[config.mk]
export PLATFORM = sky130hd
export DESIGN_NAME = fir_out_decim_sink_flat
export DESIGN_NICKNAME = d
export VERILOG_FILES = /design/src/rtl/fir_pkg.sv /design/src/rtl/fir_out_decim_sink_if.sv /design/src/rtl/fir_sync_fifo.sv /design/src/rtl/fir_out_decim_sink.sv /design/src/flat_wrapper.sv
export SDC_FILE = /design/constraint.sdc
export NUM_CORES = 1
export LEC_CHECK = 0
export ABC_AREA = 1
export CAP_MARGIN = 20
export CORE_MARGIN = 5
export CORE_UTILIZATION = 41
export CTS_CLUSTER_DIAMETER = 50
export DETAILED_ROUTE_END_ITERATION = 10
export GPL_TIMING_DRIVEN = 0
export PLACE_DENSITY = 0.64
export SLEW_MARGIN = 20
export SYNTH_ARGS = -nofsm -noshare
export SYNTH_HDL_FRONTEND = slang
export SYNTH_SLANG_ARGS = --single-unit
[constraint.sdc]
create_clock -name clk -period 3 [get_ports clk]
set_clock_uncertainty 0.05 [all_clocks]
set_input_delay 0.6 -clock clk [delete_from_list [all_inputs] [get_ports clk]]
set_output_delay 0.6 -clock clk [all_outputs]
set_load 0.03 [all_outputs]
[src/rtl/fir_pkg.sv]
// Shared FIR constants used by the filter datapath and its output sink.
package fir_pkg;

    localparam int FIR_IN_W  = 15;
    localparam int FIR_ACC_W = 20;
    localparam int FIR_TAPS  = 37;
    localparam int FIR_OUT_W = 16;
    localparam int FIR_SHIFT = 4;
    localparam int FIR_DECIM = 2;
    localparam int FIR_DEPTH = 8;

endpackage

[src/rtl/fir_out_decim_sink_if.sv]
// Stream bundle for the FIR output sink: input samples in, decimated samples out.
interface fir_out_decim_sink_if
    import fir_pkg::*;
#(
    parameter int IN_W  = FIR_ACC_W,
    parameter int OUT_W = FIR_OUT_W
);

    logic                    in_en;
    logic signed [IN_W-1:0]  in_data;
    logic signed [OUT_W-1:0] out_data;
    logic                    out_valid;
    logic                    out_ready;

    modport master (
        output in_en, in_data, out_ready,
        input  out_data, out_valid
    );

    modport slave (
        input  in_en, in_data, out_ready,
        output out_data, out_valid
    );

endinterface

[src/rtl/fir_sync_fifo.sv]
// Single-clock FIFO with registered level; clear takes priority over push/pop.
module fir_sync_fifo #(
    parameter int WIDTH = 16,
    parameter int DEPTH = 8,
    parameter int LVL_W = $clog2(DEPTH) + 1
) (
    input  logic             clk,
    input  logic             rst_n,
    input  logic             clr_i,
    input  logic             push_i,
    input  logic             pop_i,
    input  logic [WIDTH-1:0] wdata_i,
    output logic [WIDTH-1:0] rdata_o,
    output logic             full_o,
    output logic             empty_o,
    output logic [LVL_W-1:0] level_o
);

    localparam int PTR_W = $clog2(DEPTH);

    logic [WIDTH-1:0] mem_q [DEPTH];
    logic [PTR_W-1:0] wrPtr_q, wrPtr_d;
    logic [PTR_W-1:0] rdPtr_q, rdPtr_d;
    logic [LVL_W-1:0] count_q, count_d;
    logic             doPush;
    logic             doPop;

    assign full_o  = (count_q == LVL_W'(DEPTH));
    assign empty_o = (count_q == '0);
    assign doPop   = pop_i & ~empty_o & ~clr_i;
    assign doPush  = push_i & (~full_o | doPop) & ~clr_i;
    assign rdata_o = mem_q[rdPtr_q];
    assign level_o = count_q;

    // Next pointer and occupancy; pointers wrap naturally since DEPTH is a power of two.
    always_comb begin
        wrPtr_d = wrPtr_q;
        rdPtr_d = rdPtr_q;
        count_d = count_q;
        if (clr_i) begin
            wrPtr_d = '0;
            rdPtr_d = '0;
            count_d = '0;
        end else begin
            if (doPush) wrPtr_d = wrPtr_q + 1'b1;
            if (doPop)  rdPtr_d = rdPtr_q + 1'b1;
            case ({doPush, doPop})
                2'b10:   count_d = count_q + 1'b1;
                2'b01:   count_d = count_q - 1'b1;
                default: count_d = count_q;
            endcase
        end
    end

    // Pointer and level registers.
    always_ff @(posedge clk or negedge rst_n) begin
        if (!rst_n) begin
            wrPtr_q <= '0;
            rdPtr_q <= '0;
            count_q <= '0;
        end else begin
            wrPtr_q <= wrPtr_d;
            rdPtr_q <= rdPtr_d;
            count_q <= count_d;
        end
    end

    // Storage is reset so the head never reads X even before the first write.
    always_ff @(posedge clk or negedge rst_n) begin
        if (!rst_n) begin
            for (int i = 0; i < DEPTH; i++) mem_q[i] <= '0;
        end else if (doPush) begin
            mem_q[wrPtr_q] <= wdata_i;
        end
    end

endmodule

[src/rtl/fir_out_decim_sink.sv]
// FIR output sink: decimate, requantise with round-half-up and saturation, buffer, hand off.
module fir_out_decim_sink
    import fir_pkg::*;
#(
    parameter int IN_W  = FIR_ACC_W,
    parameter int OUT_W = FIR_OUT_W,
    parameter int SHIFT = FIR_SHIFT,
    parameter int DECIM = FIR_DECIM,
    parameter int DEPTH = FIR_DEPTH,
    parameter int LVL_W = $clog2(DEPTH) + 1
) (
    input  logic                  clk,
    input  logic                  rst_n,
    input  logic                  clr,
    input  logic                  flags_clr,
    fir_out_decim_sink_if.slave   bus,
    output logic [LVL_W-1:0]      fifo_level,
    output logic                  ovf_flag,
    output logic                  sat_flag
);

    localparam int PH_W = (DECIM > 1) ? $clog2(DECIM) : 1;
    localparam logic signed [IN_W:0] RND     = (IN_W + 1)'(2 ** (SHIFT - 1));
    localparam logic signed [IN_W:0] SAT_MAX = (IN_W + 1)'((2 ** (OUT_W - 1)) - 1);
    localparam logic signed [IN_W:0] SAT_MIN = (IN_W + 1)'(-(2 ** (OUT_W - 1)));

    logic [PH_W-1:0]         phase_q, phase_d;
    logic                    keep;
    logic signed [IN_W:0]    rounded;
    logic signed [IN_W:0]    shifted;
    logic                    satHi;
    logic                    satLo;
    logic signed [OUT_W-1:0] reqData;
    logic                    s1Valid_q, s1Valid_d;
    logic signed [OUT_W-1:0] s1Data_q, s1Data_d;
    logic                    sat_q, sat_d;
    logic                    ovf_q, ovf_d;
    logic                    satEvent;
    logic                    ovfEvent;
    logic                    popReq;
    logic                    fifoFull;
    logic                    fifoEmpty;
    logic [OUT_W-1:0]        fifoRdata;

    // One extra bit of headroom keeps the rounding add from wrapping at full scale.
    assign keep    = bus.in_en & (phase_q == '0) & ~clr;
    assign rounded = $signed({bus.in_data[IN_W-1], bus.in_data}) + RND;
    assign shifted = rounded >>> SHIFT;
    assign satHi   = (shifted > SAT_MAX);
    assign satLo   = (shifted < SAT_MIN);

    // Clamp the rounded value into the output range.
    always_comb begin
        reqData = shifted[OUT_W-1:0];
        if (satHi)      reqData = SAT_MAX[OUT_W-1:0];
        else if (satLo) reqData = SAT_MIN[OUT_W-1:0];
    end

    // Phase only moves on enabled cycles so idle gaps do not shift the decimation grid.
    always_comb begin
        phase_d = phase_q;
        if (clr) begin
            phase_d = '0;
        end else if (bus.in_en) begin
            phase_d = (phase_q == PH_W'(DECIM - 1)) ? '0 : phase_q + 1'b1;
        end
    end

    assign popReq   = bus.out_ready & ~fifoEmpty;
    assign satEvent = keep & (satHi | satLo);
    assign ovfEvent = s1Valid_q & fifoFull & ~popReq & ~clr;

    // Stage-1 load and sticky flag update; a new event beats a coincident flags_clr.
    always_comb begin
        s1Valid_d = keep;
        s1Data_d  = keep ? reqData : s1Data_q;
        sat_d     = satEvent | (sat_q & ~flags_clr);
        ovf_d     = ovfEvent | (ovf_q & ~flags_clr);
    end

    // Decimation phase, stage-1 requant register and sticky flags.
    always_ff @(posedge clk or negedge rst_n) begin
        if (!rst_n) begin
            phase_q   <= '0;
            s1Valid_q <= 1'b0;
            s1Data_q  <= '0;
            sat_q     <= 1'b0;
            ovf_q     <= 1'b0;
        end else begin
            phase_q   <= phase_d;
            s1Valid_q <= s1Valid_d;
            s1Data_q  <= s1Data_d;
            sat_q     <= sat_d;
            ovf_q     <= ovf_d;
        end
    end

    fir_sync_fifo #(
        .WIDTH (OUT_W),
        .DEPTH (DEPTH),
        .LVL_W (LVL_W)
    ) u_fifo (
        .clk     (clk),
        .rst_n   (rst_n),
        .clr_i   (clr),
        .push_i  (s1Valid_q),
        .pop_i   (bus.out_ready),
        .wdata_i (s1Data_q),
        .rdata_o (fifoRdata),
        .full_o  (fifoFull),
        .empty_o (fifoEmpty),
        .level_o (fifo_level)
    );

    assign bus.out_data  = fifoRdata;
    assign bus.out_valid = ~fifoEmpty;
    assign sat_flag      = sat_q;
    assign ovf_flag      = ovf_q;

endmodule

[src/flat_wrapper.sv]
// flat-port wrapper written by rule: the top's interface ports become plain ports
module fir_out_decim_sink_flat import fir_pkg::*;
#(
    parameter int IN_W  = FIR_ACC_W,
    parameter int OUT_W = FIR_OUT_W,
    parameter int SHIFT = FIR_SHIFT,
    parameter int DECIM = FIR_DECIM,
    parameter int DEPTH = FIR_DEPTH,
    parameter int LVL_W = $clog2(DEPTH) + 1
)
  (clk, rst_n, clr, flags_clr, fifo_level, ovf_flag, sat_flag, bus_in_en, bus_in_data, bus_out_ready, bus_out_data, bus_out_valid);
  fir_out_decim_sink_if #(.IN_W(IN_W), .OUT_W(OUT_W)) bus_i ();
  input  logic clk;
  input  logic rst_n;
  input  logic clr;
  input  logic flags_clr;
  output logic [LVL_W-1:0] fifo_level;
  output logic ovf_flag;
  output logic sat_flag;
  input wire logic [$bits(bus_i.in_en)-1:0] bus_in_en;
  input wire logic [$bits(bus_i.in_data)-1:0] bus_in_data;
  input wire logic [$bits(bus_i.out_ready)-1:0] bus_out_ready;
  output wire logic [$bits(bus_i.out_data)-1:0] bus_out_data;
  output wire logic [$bits(bus_i.out_valid)-1:0] bus_out_valid;
  assign bus_i.in_en = bus_in_en;
  assign bus_i.in_data = bus_in_data;
  assign bus_i.out_ready = bus_out_ready;
  assign bus_out_data = bus_i.out_data;
  assign bus_out_valid = bus_i.out_valid;
  fir_out_decim_sink #(.IN_W(IN_W), .OUT_W(OUT_W), .SHIFT(SHIFT), .DECIM(DECIM), .DEPTH(DEPTH), .LVL_W(LVL_W)) u_core (.clk(clk), .rst_n(rst_n), .clr(clr), .flags_clr(flags_clr), .bus(bus_i), .fifo_level(fifo_level), .ovf_flag(ovf_flag), .sat_flag(sat_flag));
endmodule
### After elaboration in Yosys (flattened, before gate mapping)

Cells that the tools add are included.

* memories: 0
* register bits: 158
* bits of input ports: 26
* bits in writable memories: 0
* logic and storage cells: 77
* bits in latches: 0
* bits in read-only memories: 0

* equal/unequal tests: 3
* div/mod/pow operators: 0
* order comparisons: 5
* bitwise gates (word level): 24
* reduce and logical (&&, ||, !) cells: 6
* multipliers: 0
* add/sub/neg operators: 6
* multiplexer cells: 17
* shifts and indexed selects: 0

Operators with widths (number)
* bitwise mux 128 bit: 1
* two-way mux 16 bit: 5
* binary-select mux 16 bit (select 3 bit): 1
* demux 16 bit (select 3 bit): 1
* adder 20 x 5 -> 21 bit, second input constant: 1
* > comparator 17 x 16 -> 1 bit, second input constant: 1
* < comparator 17 x 16 -> 1 bit, second input constant: 1
* AND 1 bit: 12
* two-way mux 3 bit: 4
* greater-or-equal comparator 4 bit, second input constant: 2
* NOT 3 -> 4 bit: 2
* case mux 4 bit (2 select lines): 1
* adder 3 x 1 -> 3 bit, second input constant: 2
* NOT 1 bit: 6
* nonzero test 2 bit: 3
* adder 4 x 1 -> 4 bit, second input constant: 1
* == test 4 bit, second input constant: 1
* zero test 4 bit: 1
* < comparator 4 x 1 -> 1 bit, second input constant: 1
* two-way mux 4 bit: 1
* OR 1 bit: 4
* subtractor 4 x 1 -> 4 bit, second input constant: 1
* two-way mux 1 bit: 3
* nonzero test 3 bit: 1
* 4 further kinds: 4

### Logic depth before layout (Yosys ltp)

Gate-level depths: netlist of the first run.

* depth after elaboration: 10
* gate-level depth with buffers: 13
* gate-level depth less buffers: 11

### By module

Synthesis of the first run repeated with hierarchy kept, for this count alone.

* cells, all modules: 955
* area, all modules: 7897.6 um^2

Modules (own cells, without submodules)
* fir_sync_fifo: area an instance 6586.3 um^2, cells an instance 760, instances 1
* fir_out_decim_sink: area an instance 1311.3 um^2, cells an instance 195, instances 1

### Worst setup path before layout of the first run

Ideal clock, no wire load.

* path kind: register to register
* start point: reg u_core.u_fifo.count_q[0], in the netlist u_core.u_fifo.level_o[0]
* end point: reg u_core.u_fifo.count_q[3], in the netlist u_core.u_fifo.level_o[3]
* period minus slack after synthesis: 2.657 ns
* data arrival time: 2.490 ns
* slack: 0.343 ns
* library setup time: 0.118 ns
* stages on the path, launching flop included: 12
* cells stage by stage: dfrtp_1 > nor2_1 > nand2_2 > nand2_2 > nor3_1 > ha_1 > a21oi_1 > nand2_1 > or2_2 > a21o_1 > nand3_1 > nand2_1

* cells in the longest elaborated chain, start to end: 10
* elaborated cells on any way between the ends: 16
* those cells by class: add/sub (2); eq/ne (3); mux (2); bitwise (7); reduce/logical (2)

RTL lines
* start, declared: line fir_sync_fifo.sv:24 `logic [LVL_W-1:0] count_q, count_d;`
* start signal, assigned: line fir_sync_fifo.sv:64 `count_q <= count_d;`
* zero test 4 bit (*): line fir_sync_fifo.sv:29 `assign empty_o = (count_q == '0);`
* NOT 1 bit (*)
* named net bus_out_valid: line flat_wrapper.sv:24 `output wire logic [$bits(bus_i.out_valid)-1:0] bus_out_valid;`
* AND 1 bit (*) (2 in a row): line fir_sync_fifo.sv:30 `assign doPop = pop_i & ~empty_o & ~clr_i;`
* OR 1 bit: line fir_sync_fifo.sv:31 `assign doPush = push_i & (~full_o | doPop) & ~clr_i;`
* AND 1 bit (2 in a row): line fir_sync_fifo.sv:31
* == test 2 x 1 -> 1 bit or == test 2 bit (tied branches): line fir_sync_fifo.sv:47 `case ({doPush, doPop})`
* case mux 4 bit (2 select lines): line fir_sync_fifo.sv:47
* two-way mux 4 bit: line fir_sync_fifo.sv:40 `if (clr_i) begin`

Mark *: on every way through the listed nets, which the timed path passes. The rest lies on a longest branch.
A chain may end at the register's enable or synchronous reset.

### Worst setup path in the final report of the first run

* start point: reg u_core.u_fifo.rdPtr_q[0]
* end point: out bus_out_data[3]

* cells in the longest elaborated chain, start to end: 4

RTL lines
* start, declared: line fir_sync_fifo.sv:23 `logic [PTR_W-1:0] rdPtr_q, rdPtr_d;`
* start signal, assigned: line fir_sync_fifo.sv:63 `rdPtr_q <= rdPtr_d;`
* NOT 3 -> 4 bit (implied by the code): line fir_sync_fifo.sv:32 `assign rdata_o = mem_q[rdPtr_q];`
* binary-select mux 16 bit (select 3 bit): line fir_sync_fifo.sv:32
* two-way mux 16 bit (implied by the code) (2 in a row): line fir_sync_fifo.sv:32
* end, declared: line flat_wrapper.sv:23 `output wire logic [$bits(bus_i.out_data)-1:0] bus_out_data;`

Every way passes these cells. The select of a mux whose other input is x is not followed.

==> results of run 1 <==
[cell type report]
| type | count | area [sq um] |
|---|---|---|
| clock inverters | 12 | 159 |
| inverters | 46 | 173 |
| plain buffers | 74 | 465 |
| fillers | 1952 | 9910 |
| well taps | 265 | 332 |
| clock buffers | 19 | 443 |
| repair buffers | 46 | 443 |
| flip-flops and latches | 158 | 3950 |
| multi-input cells | 812 | 3710 |
[per-stage QoR]
step	setup WS [ns]	util [%]	power [mW]	TNS (ns)
finish	0.00910	49.4	7.79	0
detailed placement	-0.524	46.1	5.58	-7.63
CTS	0.0000180	49.5	7.83	0
floorplan	0.343	-	4.49	0
global placement	-5.43	45.9	5.54	-863.78
global route	-0.0403	49.4	8.21	-0.0947
[flip-flops by register name, summed over array words and instances, names as in the netlist]
name / count
u_core.ovf_flag: 1
u_core.u_fifo.level_o: 4
u_core.u_fifo.mem_q: 128
u_core.u_fifo.wrPtr_q: 3
u_core.s1Data_q: 16
u_core.phase_q: 1
u_core.sat_flag: 1
u_core.s1Valid_q: 1
u_core.u_fifo.rdPtr_q: 3
[routing by layer]
metal  GRT usage (%)  vias up  share of wire [%]
li1                -     3629                  -
met1            29.0     3405                 44
met2            35.4      217                 48
met3            3.24       27                5.5
met4            6.42        0                1.5
met5               0        -                  0
[path summary, 6_finish.rpt]
| check | end | slack [ns] | depth (start not counted) |
|---|---|---|---|
| min in group clk | u_core.u_fifo.mem_q[20]$_DFFE_PN0P_ | 0.42 | 2 |
| setup reg to reg | u_core.u_fifo.level_o[3]$_DFFE_PN0P_ | 0.41 | 11 |
| hold / removal | u_core.u_fifo.mem_q[35]$_DFFE_PN0P_ | 0.07 | 1 |
| max in group asynchronous | u_core.u_fifo.mem_q[9]$_DFFE_PN0P_ | 2.02 | 2 |
| setup / recovery | bus_out_data[3] | 0.009 | 7 |
| hold reg to reg | u_core.u_fifo.mem_q[20]$_DFFE_PN0P_ | 0.42 | 2 |
[repair_timing]
action,4_1_cts,5_1_grt
buffers inserted,0,0
endpoints found under the setup margin,16,16
hold buffers,0,0
hold endpoints to repair,0,0
resized for setup,83,23
[cell families (layout without fill, tap and decap cells)]
group,Yosys count,after routing,share of synthesized area [%]
simple gates,716,716,36.5
flops,158,158,48.1
buf+inv,120,197,6.87
compound gates,79,79,6.37
xor+xnor,11,11,1.17
fa+ha+maj,6,6,1.01
[cells in the final DEF, fill, tap and decap left out, types with 2 or more instances in the layout]
cell type / n
buf_2: 13
clkinv_2: 2
ha_1: 5
xor2_1: 6
inv_2: 2
inv_1: 42
o32ai_1: 30
clkinv_1: 2
buf_6: 10
xnor2_1: 5
dfrtp_1: 158
buf_4: 14
buf_1: 4
clkbuf_4: 5
nor2_1: 146
bufinv_16: 3
o32ai_2: 2
clkbuf_16: 17
or2_2: 15
a21oi_1: 3
nand2_2: 3
clkdlybuf4s50_1: 28
o21ai_0: 41
nand4_1: 3
clkinvlp_4: 2
buf_8: 2
clkbuf_2: 7
clkdlybuf4s15_2: 6
inv_6: 3
nand2_4: 7
clkinv_4: 2
nor3_1: 3
clkbuf_8: 3
nand2_1: 385
clkbuf_1: 29
nand3_1: 152
[where the power goes]
part / switching [mW] / internal, mW / leakage (nW)
clock: 0.915 / 1.33 / 0.290
combinational: 1.87 / 0.971 / 2.75
sequential: 0.221 / 2.48 / 2.10
total: 3.00 / 4.79 / 5.14
==> results by group, run 1 <==
Run
  – # Max-Cap Violations: 0

Finish
  – Layout Cells excl Fill: 1432
  – Final #Nets: 1187
  – N_diodes: 0
  – Design Area, Final: 9680 sq um
  – Layout area overhead: 17.8%
  – Layout cells sized above 1: 10.4%

Power
  – LEAKAGE: 5.14 nW
  – VDD IR max: 0.293 mV
  – Power Dens Cells: 805 nW/um^2

Logic synthesis
  – Top cells by count, synth: 385 x nand2_1, 158 x dfrtp_1, 152 x nand3_1
  – Post-synth top area share: 48.1%
  – Syn nets: 1122
  – Post-synth top flop: dfrtp_1
  – Top-count cell post-synth: nand2_1
  – Area contributors post-synth: dfrtp_1 48%, nand2_1 18%, nand3_1 9.3%, nor2_1 6.7%, o32ai_1 3.4%
  – Cell taking the most area after synthesis: dfrtp_1
  – EDFF count, synth: 0
  – Syn Area/Cell: 7.54 sq um
  – Yosys warns: 0
  – Post-Syn Instances: 1090
  – Distinct cell type count after synthesis: 29
  – Sequential-to-total area share from yosys stat: 48.1%
  – Mapped Area: 8220 sq um
  – FF+latch count, synth: 158
  – Async SR Flop Fraction: 100%

CTS
  – Worst-path clk slew: 0.06 ns
  – CTS tree: done
  – H-tree levels: 4
  – Clk_lat worst skew: 0.43 ns
  – Max Root-Sink Buffers: 2
  – CTS root buf: clkbuf_16
  – Total CTS buffers: 17
  – Clock sink total: 158

Timing
  – Max Slew Vio Count: 0
  – Max Freq: 334 MHz
  – Fin crit period: 2.99 ns
  – RSZ-0062 raised after global routing: yes
  – Final setup fails: 0
  – Final number of hold-violating endpoints: 0
  – Pin slew with the least headroom to its limit: 0.890 ns
  – Hold Slack: 0.0656 ns
  – Slew HR: 40.4%
  – Final period util: 99.7%

Drt
  – TritonRoute pass-1 iters: 5
  – Via count: 7278
  – Antenna Nets Post-Route: 0
  – Drt total wl: 23100 um
  – DRC violations left: 0
  – WL per Instance: 16.2 um
  – Iter 0 DRT Violations: 683
  – DR vias/cell: 5.08

Die
  – Die width: 152 um
  – Rows: 51
  – Die footprint: 23000 sq um
  – IO Count: 49
  – Core region area: 19600 sq um
  – Initial Util: 41.9%
  – Die height: 152 um

Worst setup path
  – CP top delay family: buffers and inverters
  – Worst setup path start: u_core.u_fifo.rdPtr_q[0]$_DFFE_PN0P_
  – Reg2reg start: u_core.u_fifo.level_o[0]$_DFFE_PN0P_
  – CP peak stage delay: 0.42 ns
  – Req. time, crit path: 2.35 ns
  – Crit path DAT: 2.34 ns
  – Critical Path Fanout Max: 10
  – CP Launch Type: flop
  – Critical path's slowest cell: o32ai_1
  – Critical-path cell list: clkbuf_4 > clkbuf_4 > nor2_1 > o32ai_1 > nand2_1 > nand2_1 > clkdlybuf4s15_2
  – Crit path buf inv count: 3
  – CP Capture Type: primary output
  – Crit Path Category: reg2out

Placed design
  – Gpl congestion: 0.885
  – Dpl cell area: 9030 sq um
  – Port bufs: 45
  – Detailed placement HPWL: 16500 um
  – Total placed cells including tap cells: 1401

Outcome
  – Status: complete, no violations

GRT
  – Largest net degree at the start of global routing: 83
  – Tot GR Track Use: 21.3%
  – Vias in the first global route: 7166
  – First-pass GRT wire length: 38200 um
  – Overflow after GRT: 0
  – Initial antenna violation count: 0

Hold path
  – Min-Delay Path Class: in2async
No activity file was read; power rests on OpenSTA's default activity.
==> run 2, diff against run 1 <==
==> constraint.sdc (replaced) <==
create_clock -name clk -period 3 [get_ports clk]
set_clock_uncertainty 0.05 [all_clocks]
set_input_delay 0.3 -clock clk [delete_from_list [all_inputs] [get_ports clk]]
set_output_delay 0.3 -clock clk [all_outputs]
set_load 0.03 [all_outputs]
==> run 2 against run 1 <==
- setup slack better by 0.12 ns
- register-to-register slack hardly changed
- critical path depth increased by 2
- count of clock-buffer cells in the layout is the same
- via count barely moved
- combinational power decreased by 4%
- sequential power is essentially flat
- clock power about the same
- global-route usage about the same
- sequential share of layout area grew 0.33 points
==> results by group, run 2 (synthesized netlist as in run 1, its figures left out) <==
Finish
  – Layout Cells excl Fill: 1433
  – Most frequent cells in the layout: 385 x nand2_1, 158 x dfrtp_1, 152 x nand3_1, 146 x nor2_1, 43 x inv_1
  – N_diodes: 0
  – # fillers: 1959
  – Most common cell after layout, fill and taps aside: nand2_1
  – FF+latch area: 3950 sq um
  – Final #Nets: 1188
  – Register with the most flip-flops: u_core.u_fifo.mem_q
  – Number of flip-flops in the largest register: 128
  – Design Area, Final: 9600 sq um
  – Layout cells sized above 1: 9.42%
  – Layout area overhead: 16.9%
  – Multi-input gate area: 3700 sq um

Power
  – VDD IR max: 0.295 mV
  – Power Dens Cells: 800 nW/um^2
  – Total power: 7.68 mW
  – LEAKAGE: 5.10 nW

Timing
  – RSZ-0062 raised after global routing: no
  – Max Freq: 348 MHz
  – Slew HR: 42.1%
  – Final worst slack: 0.126 ns
  – Max Slew Vio Count: 0
  – Final period util: 95.8%
  – Final setup fails: 0
  – TNS Setup: 0 ns
  – Pin slew with the least headroom to its limit: 0.866 ns
  – Final number of hold-violating endpoints: 0
  – Fin crit period: 2.87 ns

Placed design
  – Setup slack after placement: -0.224 ns
  – Detailed placement HPWL: 16500 um
  – Dpl cell area: 9030 sq um
  – Gpl congestion: 0.885
  – Port bufs: 45
  – Total placed cells including tap cells: 1401

CTS
  – Clock sink total: 158
  – H-tree levels: 4
  – Worst-path clk slew: 0.06 ns
  – Clk_lat worst skew: 0.43 ns
  – Max Root-Sink Buffers: 2
  – CTS tree: done
  – Total CTS buffers: 17
  – CTS root buf: clkbuf_16
  – # Post-CTS Setup Buffers: 0

Worst setup path
  – Critical path's slowest cell: dfrtp_1
  – CP Capture Type: primary output
  – CP top delay family: buffers and inverters
  – Cell mode on critical path: nand2_1
  – Critical-path cell list: clkbuf_2 > inv_1 > clkbuf_4 > buf_4 > nor2_1 > o32ai_1 > nand2_1 > nand2_1 > clkdlybuf4s15_1
  – Worst R2R Setup Slack: 0.41 ns
  – Register-to-Register Path Depth: 11
  – Req. time, crit path: 2.65 ns
  – Reg-to-Reg End: u_core.u_fifo.level_o[3]$_DFFE_PN0P_
  – Crit path DAT: 2.52 ns
  – CP Depth: 9
  – CP peak stage delay: 0.42 ns
  – CP Launch Type: flop
  – Reg2reg start: u_core.u_fifo.level_o[0]$_DFFE_PN0P_
  – Crit Path Category: reg2out
  – Crit path buf inv count: 5
  – Critical Path Fanout Max: 10

Drt
  – TritonRoute pass-1 iters: 5
  – DRC violations left: 0
  – Antenna Nets Post-Route: 0
  – DR vias/cell: 5.08
  – Via count: 7279
  – WL per Instance: 16.2 um
  – Iter 0 DRT Violations: 724
  – Drt total wl: 23100 um

GRT
  – Initial antenna violation count: 0
  – Vias in the first global route: 7190
  – Largest net degree at the start of global routing: 83
  – Overflow after GRT: 0
  – Tot GR Track Use: 21.3%
  – First-pass GRT wire length: 38200 um

Die
  – Die width: 152 um
  – Core region area: 19600 sq um
  – Die footprint: 23000 sq um
  – Rows: 51
  – Initial Util: 41.9%
  – Die height: 152 um
  – IO Count: 49

Hold path
  – Min-Delay Path Class: in2async

Outcome
  – Status: complete, no violations

Run
  – # Max-Cap Violations: 0
[run 2: how the worst max path moves through the flow]
stage | startpoint | to | slack (ns)
floorplan | u_core.u_fifo.level_o[0]$_DFFE_PN0P_ | u_core.u_fifo.level_o[3]$_DFFE_PN0P_ | 0.34
global placement | rst_n | u_core.s1Data_q[11]$_DFFE_PN0P_ | -5.13
detailed placement | u_core.u_fifo.rdPtr_q[0]$_DFFE_PN0P_ | bus_out_data[12] | -0.22
CTS | u_core.u_fifo.rdPtr_q[0]$_DFFE_PN0P_ | bus_out_data[5] | 0.001
global route | u_core.u_fifo.rdPtr_q[1]$_DFFE_PN0P_ | bus_out_data[1] | 0.001
finish | u_core.u_fifo.rdPtr_q[0]$_DFFE_PN0P_ | bus_out_data[2] | 0.13
[run 2: area by class of cell]
type	instances	share of cell area (%)
buffer	74	4.36
clock buffer	19	4.61
clock inverter	12	1.65
inverter	46	1.80
multi-input combinational	812	38.5
sequential	158	41.2
tap	265	3.45
timing repair buffer	47	4.44
[run 2: metrics by stage]
step | utilization [%] | hold WS, ns
2_1_floorplan | - | -0.0456
3_3_place_gp | 45.9 | 0.398
3_5_place_dp | 46.1 | 0.272
4_1_cts | 49.3 | 0.418
5_1_grt | 49.0 | 0.436
6_report | 49.0 | 0.380
[run 2: where the power goes]
| part | switching (mW) | internal [mW] | total (mW) |
|---|---|---|---|
| registers | 0.222 | 2.48 | 2.70 |
| logic | 1.86 | 0.878 | 2.74 |
| clock network | 0.910 | 1.33 | 2.24 |
[run 2: metal layers]
metal | share of wire [%] | wire length [um] | global-route usage (%)
met2 | 48 | 11200 | 35.4
met3 | 5.0 | 1160 | 3.48
met5 | 0 | 0 | 0
met4 | 1.7 | 398 | 6.47
met1 | 45 | 10400 | 28.8
[run 2: repair_timing]
item                                    in CTS  in global routing
endpoints found under the setup margin      16                 16
hold buffers                                 1                  0
hold endpoints to repair                    76                  0
resized for setup                           39                 22
==> variant 1: new RTL, flow settings as in run 2 <==
Change the package constant `FIR_DECIM` from 2 to 4.
--- a/src/rtl/fir_pkg.sv
+++ b/src/rtl/fir_pkg.sv
@@ -7,5 +7,5 @@
     localparam int FIR_OUT_W = 16;
     localparam int FIR_SHIFT = 4;
-    localparam int FIR_DECIM = 2;
+    localparam int FIR_DECIM = 4;
     localparam int FIR_DEPTH = 8;
 
Formal check against the unedited RTL: not equivalent (a bounded check fails within 4 cycles, from zero or initial values and one cycle with rst_n low).
==> variant 1 against run 2 <==
Global-route usage down 0.49 points; non-clock buffer count stayed put; hold slack got worse by 32 ps; setup slack better by 71 ps; routed wire length is 1.5% lower; total power shrank 1.2%; synthesized area increased by 0.21%; sequential cell count is 1 higher; fmax grew 2.5%; die area up 0.20%; final area fell by 0.18%; synthesized cell count down 0.46%; highest routed layer unchanged.
==> variant 1: results (changes against run 2) <==
* Status: finished clean
* Endpoint of the most critical register-to-register path: u_core.u_fifo.level_o[3]
* Final critical-path required period: 2800 ps (-70.7 ps)
- The final routed wire length divided by cell count came to 16.0 µm (-1.2%).
* Cell family contributing the most delay on the critical path: buffers and inverters
- Number of flip-flops under the largest register name: 128 (unchanged)
- Net Sw Frac: 0.395 (+0.00560)
* Detailed-routing iteration count for the pre-antenna-repair pass: 5 (unchanged)
- By area the synthesized netlist is led by sky130_fd_sc_hd__dfrtp_1 48%, sky130_fd_sc_hd__nand2_1 17%, sky130_fd_sc_hd__nand3_1 9.5%.
* FF-to-FF setup slack: 410 ps (about the same)
* Vias per Instance: 5.12 (+0.80%)
- The hold slack is 348 ps (-32.0 ps).
* Number of nets produced by synthesis: 1119 (-0.27%)
- The maximum number of pins on one net before global-route repair is 98 (+18%).
- Non-filler instance count after layout: 1429 (-0.28%)
- Library cell contributing the largest single delay on the critical path: sky130_fd_sc_hd__dfrtp_1
- The first-pass GRT wire length came to 37300 µm (-2.4%).
- Post-Place Worst Slack: -371 ps (-147 ps)
- The filler cell count in the final layout is 1955 (-0.20%).
- Critical register-to-register path startpoint: u_core.u_fifo.level_o[0]
- The worst voltage drop across the vdd grid is 269 µV (-9.1%).
- Data arrival, critical path: 2450 ps (-70 ps)
* Number of buffers inserted during clock tree synthesis: 17 (unchanged)
- Share of synthesized flip-flops with an asynchronous set or reset: 1.00 (unchanged)
- The count of buffers from port buffering came to 45 (unchanged).
- Cell area after placement: 9050 µm² (+0.19%)
- The share of layout cells above drive strength 1 is 0.0919 (-0.00225).
* DRT iter0 DRCs: 656 (-9.4%)
- The number of setup buffers added after CTS is 0 (unchanged).
- The register area share after synthesis is 0.483 (+0.00202).
* Capture point of the worst path: bus_out_data[14]
- Worst-Skew Late Latency: 430 ps (about the same)
- By count the netlist is led by 382 x sky130_fd_sc_hd__nand2_1, 159 x sky130_fd_sc_hd__dfrtp_1, 156 x sky130_fd_sc_hd__nand3_1.
- Global-route total usage across every layer: 0.208 (-0.00492)
- Count of cell types in the netlist: 29 (unchanged)
* Total leakage power: 5.06 nW (-0.96%)
- The slew at the pin closest to its max-slew limit came to 920 ps (+54.3 ps).
* Sequential cell area: 3980 µm² (+0.63%)
- The placer congestion estimate came to 0.889 (+0.44%).
- The number of global-route vias before repair came to 7005 (-2.6%).
* Clock tree root buffer cell: sky130_fd_sc_hd__clkbuf_16
- The average size of a mapped cell is 7.59 µm² (+0.68%).
- Maximum fanout along the worst path: 10 (unchanged)
- Layout Nets: 1185 (-0.25%)
* Clock transition at path regs: 60 ps (about the same)
- The logic depth of the worst register-to-register path was 11 (unchanged).
- The total inserted antenna cells is 0 (unchanged).
- Half-perimeter wire length after detailed placement: 16400 µm (-0.36%)
## variant 1: cell count changes after synthesis, sizes merged, moves of 3 or more
cell | before | now
or2 | 15 | 9
inv | 44 | 33
nor2 | 148 | 154
nand3 | 152 | 156
nand2 | 395 | 392
## variant 1: cells by family after synthesis
kind of cell | synth area share
and+or+nand+nor | 0.363
AOI/OAI and AO/OA | 0.0644
xor gates and xnor gates | 0.0128
DFF | 0.483
adders and majority gates | 0.0131
buffers and inverters | 0.0640
## variant 1: routing by layer
| layer | global-route usage | part of all wire | up-vias |
|---|---|---|---|
| met5 | 0 | 0 | - |
| met1 | 0.282 | 0.46 | 3432 |
| li1 | - | - | 3634 |
| met3 | 0.0309 | 0.043 | 43 |
| met4 | 0.0723 | 0.023 | 0 |
| met2 | 0.342 | 0.48 | 208 |
## variant 1: worst reg2reg max path: cells and delay by family (launching register included)
kind / cells / cell delay [ps]
flops: 1 / 470
simple gates: 8 / 1270
compound gates: 2 / 320
fa+ha+maj: 1 / 380
## variant 1: area by class of cell
class,instances,share of cell area
inverters,36,0.0141
plain buffers,74,0.0435
repair buffers,47,0.0431
well taps,265,0.0346
multi-input cells,816,0.389
flip-flops and latches,159,0.415
clock inverters,12,0.0142
clock buffers,20,0.0466
## variant 1: power by group through the flow
stage / Sequential [mW] / Combinational [mW] / Clock [mW]
after floorplan: 2.71 / 1.80 / 0
after global placement: 2.72 / 2.87 / 0
after detailed placement: 2.71 / 2.89 / 0
after CTS: 2.69 / 2.79 / 2.17
after global routing: 2.73 / 3.01 / 2.29
final: 2.69 / 2.73 / 2.17
## variant 1: timing repair
| item | CTS | global route |
|---|---|---|
| endpoints found under the setup margin | 16 | 16 |
| gates cloned | 0 | 0 |
| hold endpoints to repair | 62 | 0 |
| hold buffers | 1 | 0 |
| resized for setup | 34 | 33 |
==> variant 2: new RTL, settings of run 2 <==
Without the edit above. One comparison of `count_q` changes from == to >=.
--- a/src/rtl/fir_sync_fifo.sv
+++ b/src/rtl/fir_sync_fifo.sv
@@ -26,5 +26,5 @@
     logic             doPop;
 
-    assign full_o  = (count_q == LVL_W'(DEPTH));
+    assign full_o  = (count_q >= LVL_W'(DEPTH));
     assign empty_o = (count_q == '0);
     assign doPop   = pop_i & ~empty_o & ~clr_i;
Check against the original RTL: no difference found for any inputs over 4 cycles, from zero or initial values and one cycle with rst_n low; that may be too few to reach the edited logic, so the function may still have changed.
==> variant 2 against run 2 <==
Global-route usage shrank 0.63 points; count of clock-buffer cells in the layout is 1 higher; total power rose by 1.3%; fmax shrank 1.4%; register-to-register slack better by 430 ps; non-clock buffer count did not move; synthesized area increased by 0.29%; routed wire length decreased by 2.4%; setup slack lost 41 ps; synthesized cell count hardly changed; final area up 0.77%; sequential cell count did not move; critical path type unchanged; critical endpoint is now bus_out_data[15]; highest routed layer unchanged.
==> variant 2: results (changes against run 2) <==
* Detailed-routing iteration count for the pre-antenna-repair pass: 6 (+1)
* Vias post-DR: 7321 (+0.58%)
- Comb group: 2.78 mW (+1%)
- The number of antenna violations at the first check in global routing came to 0 (unchanged).
* Maximum number of pins on one net before global-route repair: 95 (+14%)
- Share of post-route cells with drive strength above 1: 0.101 (+0.00668)
- Data arrival, critical path: 2570 ps (+50 ps)
* Post-CTS setup buffers: 0 (unchanged)
* Total leakage power: 5.16 nW (+1.1%)
- Half-perimeter wire length after detailed placement: 16300 µm (-1.1%)
* Share of synthesized flip-flops with an asynchronous set or reset: 1.00 (unchanged)
* Final-report max-slew violation count: 0 (unchanged)
- The filler cell count in the final layout is 1987 (+1.4%).
- The register fraction of the total cell area was 0.409 (-0.00314).
- Leading cell types by count after synthesis: 389 x sky130_fd_sc_hd__nand2_1, 158 x sky130_fd_sc_hd__dfrtp_1, 144 x sky130_fd_sc_hd__nand3_1
* Number of clock-tree buffers in the layout: 20 (+1)
* Share of final layout cell area taken by non-clock buffers: 0.0886 (+0.000492)
* Clock transition at path regs: 60 ps (about the same)
- Ranked by flip-flop count, first place goes to u_core.u_fifo.mem_q.
- The slew at the pin closest to its max-slew limit came to 640 ps (-226 ps).
* Vias in the first global route: 7020 (-2.4%)
* Port-buffer cells: 45 (unchanged)
- Max IR drop VDD: 344 µV (+17%)
* Number of warnings reported in the yosys synthesis log: 0 (unchanged)
- The net count of the finished layout came to 1189 (+0.084%).
- The average size of a mapped cell is 7.55 µm² (+0.20%).
* Area of the multi-input gates: 3730 µm² (+0.78%)
- CTS H-tree lvls: 4 (unchanged)
- Number of diodes: 0 (unchanged)
- Status: finished clean
* Clock tree root buffer cell: sky130_fd_sc_hd__clkbuf_16
- Post-Place Worst Slack: 16.3 ps (+241 ps)
- Cell area after placement: 9050 µm² (+0.26%)
- Proportion of cell area occupied by multi-input gates: 0.385 (about the same)
* Logic inverters: 47 (+2.2%)
- The post-route setup TNS was 0 ps (unchanged).
- Global-route total usage across every layer: 0.207 (-0.00635)
- Number of nets produced by synthesis: 1123 (+0.089%)
* Final total power: 7.79 mW (+1.3%)
- Clock Power Share: 0.299 (+0.007)
- The chip width came to 152 µm (+0.14%).
- Global placement routability congestion: 0.869 (-1.8%)
- Leading post-synthesis cells by cell area: sky130_fd_sc_hd__dfrtp_1 48%, sky130_fd_sc_hd__nand2_1 18%, sky130_fd_sc_hd__nand3_1 8.7%
- The share of final layout cell area taken by clock buffers and inverters was 0.0653 (+0.00262).
- The number of unique standard cell types used by synthesis came to 34 (+17%).
* Sequential cell area fraction in the yosys report: 0.480 (-0.00139)
- Maximum fanout along the worst path: 10 (unchanged)
* Wire length of the first global-routing pass: 37500 µm (-1.8%)
- DRT iter0 DRCs: 603 (-17%)
- Non-filler instance count after layout: 1435 (+0.14%)
- The total routed wirelength came to 22600 µm (-2.4%).
- The net switching power of the design was 2.98 mW (-0.30%).
variant 2: final timing paths:
kind                                           from                       end  slack, ps  cells after the start
setup / recovery           u_core.u_fifo.rdPtr_q[0]          bus_out_data[15]         80                      9
hold / removal                                rst_n    u_core.u_fifo.mem_q[2]        380                      2
setup reg to reg           u_core.u_fifo.level_o[0]  u_core.u_fifo.level_o[3]        840                     13
hold reg to reg             u_core.u_fifo.mem_q[31]   u_core.u_fifo.mem_q[31]        420                      2
max in group asynchronous                     rst_n  u_core.u_fifo.mem_q[100]       1660                      3
min in group clk            u_core.u_fifo.mem_q[31]   u_core.u_fifo.mem_q[31]        420                      2
variant 2: kinds of logic after synthesis:
logic type,share of synthesized area
DFF,0.480
and+or+nand+nor,0.364
AOI/OAI and AO/OA,0.0641
buffers and inverters,0.0679
xor gates and xnor gates,0.0138
adders and majority gates,0.0100
variant 2: worst max-delay path: stages (launching register included):
cell	delay, ps
sky130_fd_sc_hd__dfrtp_1	410
sky130_fd_sc_hd__buf_2	220
sky130_fd_sc_hd__inv_1	110
sky130_fd_sc_hd__buf_2	260
sky130_fd_sc_hd__buf_4	240
sky130_fd_sc_hd__nor2_1	60
sky130_fd_sc_hd__o32ai_1	160
sky130_fd_sc_hd__nand2_1	110
sky130_fd_sc_hd__nand2_1	140
sky130_fd_sc_hd__dlygate4sd2_1	410
variant 2: routing by layer:
layer / global-route usage / wire, µm / vias to the layer above
met4: 0.0633 / 473 / 0
met1: 0.288 / 10300 / 3440
li1: - / - / 3630
met2: 0.336 / 10600 / 209
met3: 0.0286 / 1140 / 42
met5: 0 / 0 / -
variant 2: timing repair:
item | CTS | global route
hold buffers | 1 | 0
endpoints found under the setup margin | 16 | 10
endpoints found under the hold margin | 64 | 0
gates resized for setup | 30 | 19
